$ cat src/rtl/data_sync_hs.sv
// Destination-side bus synchronizer: the level request crosses through a flop
// chain, the bus is captured once the request is stable, and a 4-phase ack is returned.
module data_sync_hs #(
  parameter int NUM_STAGES = 2,
  parameter int BUS_WIDTH  = 8
) (
  input  logic                 CLK,
  input  logic                 RST,
  input  logic [BUS_WIDTH-1:0] UNSYNC_BUS,
  input  logic                 BUS_REQ,
  output logic [BUS_WIDTH-1:0] SYNC_BUS,
  output logic                 ENABLE_PULSE,
  output logic                 BUS_ACK
);

  typedef enum logic {
    IDLE  = 1'b0,
    ACKED = 1'b1
  } state_t;

  state_t                 state_q;
  state_t                 next_state;
  logic [NUM_STAGES-1:0]  req_chain;
  logic                   req_s;
  logic [BUS_WIDTH-1:0]   sync_bus_q;
  logic [BUS_WIDTH-1:0]   sync_bus_d;
  logic                   pulse_q;
  logic                   pulse_d;
  logic                   ack_q;
  logic                   ack_d;

  // Plain flop chain with nothing between stages, so metastability can settle.
  always_ff @(posedge CLK or negedge RST) begin
    if (!RST) begin
      req_chain <= '0;
    end else begin
      req_chain <= {req_chain[NUM_STAGES-2:0], BUS_REQ};
    end
  end

  assign req_s = req_chain[NUM_STAGES-1];

  always_ff @(posedge CLK or negedge RST) begin
    if (!RST) begin
      state_q    <= IDLE;
      sync_bus_q <= '0;
      pulse_q    <= 1'b0;
      ack_q      <= 1'b0;
    end else begin
      state_q    <= next_state;
      sync_bus_q <= sync_bus_d;
      pulse_q    <= pulse_d;
      ack_q      <= ack_d;
    end
  end

  // The bus is only sampled on the IDLE->ACKED edge; the source holds it
  // stable until it sees BUS_ACK, so the capture is glitch-free.
  always_comb begin
    next_state = state_q;
    sync_bus_d = sync_bus_q;
    pulse_d    = 1'b0;
    ack_d      = ack_q;
    unique case (state_q)
      IDLE: begin
        ack_d = 1'b0;
        if (req_s) begin
          sync_bus_d = UNSYNC_BUS;
          pulse_d    = 1'b1;
          ack_d      = 1'b1;
          next_state = ACKED;
        end
      end
      ACKED: begin
        ack_d = 1'b1;
        if (!req_s) begin
          ack_d      = 1'b0;
          next_state = IDLE;
        end
      end
      default: begin
        next_state = IDLE;
      end
    endcase
  end

  assign SYNC_BUS     = sync_bus_q;
  assign ENABLE_PULSE = pulse_q;
  assign BUS_ACK      = ack_q;

endmodule

$ cat config.mk
export PLATFORM = sky130hd
export DESIGN_NAME = data_sync_hs
export DESIGN_NICKNAME = d
export VERILOG_FILES = /design/src/rtl/data_sync_hs.sv
export SDC_FILE = /design/constraint.sdc
export NUM_CORES = 1
export LEC_CHECK = 0
export ABC_AREA = 0
export CORE_AREA = 5 5 42 44
export CTS_CLUSTER_SIZE = 8
export DETAILED_ROUTE_END_ITERATION = 10
export DIE_AREA = 0 0 47 49
export PLACE_DENSITY_LB_ADDON = 0.15
export SYNTH_ARGS = -nofsm -noshare
export SYNTH_HDL_FRONTEND = slang
export SYNTH_SLANG_ARGS = --single-unit
export TNS_END_PERCENT = 10
$ cat constraint.sdc
create_clock -name CLK -period 2.5 [get_ports CLK]
set_input_delay 0.25 -clock CLK [delete_from_list [all_inputs] [get_ports CLK]]
set_output_delay 0.25 -clock CLK [all_outputs]
set_load 0.02 [all_outputs]
==> metrics.txt <==
Int Pwr 0.0003804 W; post_cts resized 0; fin. max-slew vios 0; final hold slack 0.3362 ns; CP required 2.25 ns; commonest cells in the netlist dfrtp_1 (12), mux2_4 (8), buf_12 (1), nor2b_4 (1); Seq/Total Area, Yosys 0.6612; postcts setup bufs 0; share of power burned in registers 0.459; HP Class in -> async; global-route wire length before repair 1283 um; Net Count, Synth 33; Synth Warn # 0; unrepaired setup endpoints after global routing no; Most used DFF post-synth dfrtp_1; Reg2Reg Depth 2; Die Area 2303 um^2; setup TNS 0 ns; Least-Margin Pin Slew 0.5317 ns; H-tree Lvls 1; post-layout minimum cycle time 1.519 ns; Data arrival, critical path 1.27 ns; R2R Path Start BUS_ACK$_DFF_PN0_; GRT Util Overall 0.07814; Routability Congestion 0.6677; top post-synthesis cells by area dfrtp_1 (66%), mux2_4 (26%), buf_12 (4.4%); Layout Skew 0.002002 ns; starting density of the core 0.3241; maximum clock rate 0.6583 GHz; Vias 258; Post-Route WL 827 um; clk sink count 12; synthesized instance count 22; total gr overflow 0; core outline area 1401 um^2; final setup violating endpoints 0; reg-to-reg slack, setup 1.30 ns; final hold vios 0; die extent in x 47 um; Crit path max-delay family buffers and inverters; maxcap violations 0; Layout area overhead 52.07%; CP Buf/Inv Count 1; 1st-pass router iterations 6; pin count of the biggest net entering global routing 13; Final #Nets 57; cts bufs inserted 3; Max stage delay cell, worst path clkdlybuf4s50_1; vias in the first global route 295; wire length per cell 13.56 um; Tot Pwr 0.0004984 W; CTS max path bufs 2; CTS tree yes; Synth area leader dfrtp_1; clock-pin slew on the worst setup and hold paths 0.07 ns; CP Launch Type flip-flop; layout cells sized above 1 0.2889; clk root buf clkbuf_4; via-per-instance ratio 4.230; crit-path max FO 2; sw power 0.0001180 W; distinct cell type count after synthesis 4; post-synthesis register bit count 12; run status completed; Die H 49 um; P_leak 0.3076 nW; endpoint class of the critical path output pin; post-route ant nets 0; Ant. Diodes 0; relative slew slack 0.6444; # hold bufs at CTS 0; Logic pwr share 0.252; Syn Area/Cell 20.64 um^2; initial antenna violation count 0; Remaining DRCs 0; worst reg2reg endpoint SYNC_BUS[6]$_DFFE_PN0P_; max incr delay on CP 0.62 ns; Clk network pwr share 0.289; Skew-Pair Late Insertion Delay 0.26 ns; most common cell in the netlist dfrtp_1; cell area power density 721.6 nW/um^2; row count 14; synthesized area 454.2 um^2; VDD IR max 361.9 uV; Critical Path, Cell by Cell clkdlybuf4s50_1; crit path kind reg -> out; Net Sw Frac 0.2367; port bufs 20; share of flip-flops with an asynchronous set or reset 1.000; initial DRC count 4; Post-synth EDFFs 0; area share of the largest cell type after synthesis 0.6612; Ports 21; final period utilization 0.6076
[metal layers]
metal | GRT usage | share of wire | vias to the layer above
met1 | 0.1000 | 0.43 | 124
met5 | 0 | 0 | -
met2 | 0.1154 | 0.46 | 15
li1 | - | - | 119
met4 | 0.02765 | 0 | 0
met3 | 0.03321 | 0.11 | 0
[worst max path at each step]
stage,start,end,slack (ns),depth (start not counted)
floorplan,BUS_ACK$_DFF_PN0_,SYNC_BUS[0]$_DFFE_PN0P_,1.34,3
global placement,BUS_ACK$_DFF_PN0_,BUS_ACK,1.26,1
detailed placement,BUS_ACK$_DFF_PN0_,BUS_ACK,1.26,1
CTS,BUS_ACK$_DFF_PN0_,BUS_ACK,0.96,1
global route,BUS_ACK$_DFF_PN0_,BUS_ACK,0.95,1
finish,BUS_ACK$_DFF_PN0_,BUS_ACK,0.98,1
[final cells by class]
class,instances,area [um^2]
well taps,16,20.02
clock buffers,4,36.28
fillers,132,710.7
flip-flops and latches,12,300.3
multi-input cells,9,133.9
repair buffers,20,200.2
[cell families after synthesis]
family	after synthesis	share of synthesized area
buffers and inverters	1	0.04408
flip-flops	12	0.6612
multiplexers	8	0.2645
AND/OR/NAND/NOR	1	0.03030
[cell usage in the layout (no fill, tap or decap)]
cell type        count
clkdlybuf4s50_1     20
nor2b_4              1
clkbuf_8             1
clkbuf_4             3
mux2_4               8
dfrtp_1             12
[metrics by stage]
| step | instances | util | worst slack [ns] | cell area [um^2] |
|---|---|---|---|---|
| after floorplan | 22 | - | 1.345 | 454.2 |
| after global placement | 57 | 0.4670 | 1.262 | 654.4 |
| after detailed placement | 57 | 0.4670 | 1.261 | 654.4 |
| after CTS | 61 | 0.4929 | 0.9610 | 690.7 |
| after global routing | 61 | 0.4929 | 0.9494 | 690.7 |
| final | 61 | 0.4929 | 0.9810 | 690.7 |
[power groups by stage]
stage	sequential, W	combinational (W)	clock, W
after global placement	0.000231	0.000125	0
after detailed placement	0.000233	0.000127	0
after CTS	0.000229	0.000128	0.000154
final	0.000229	0.000125	0.000144
after floorplan	0.000257	0.0000374	0
after global routing	0.000232	0.000131	0.000157
[flip-flops by register name, indices dropped and copies added (netlist names)]
signal        flops
req_chain         2
SYNC_BUS          8
ENABLE_PULSE      1
BUS_ACK           1
(Power assumes the default switching activity.)
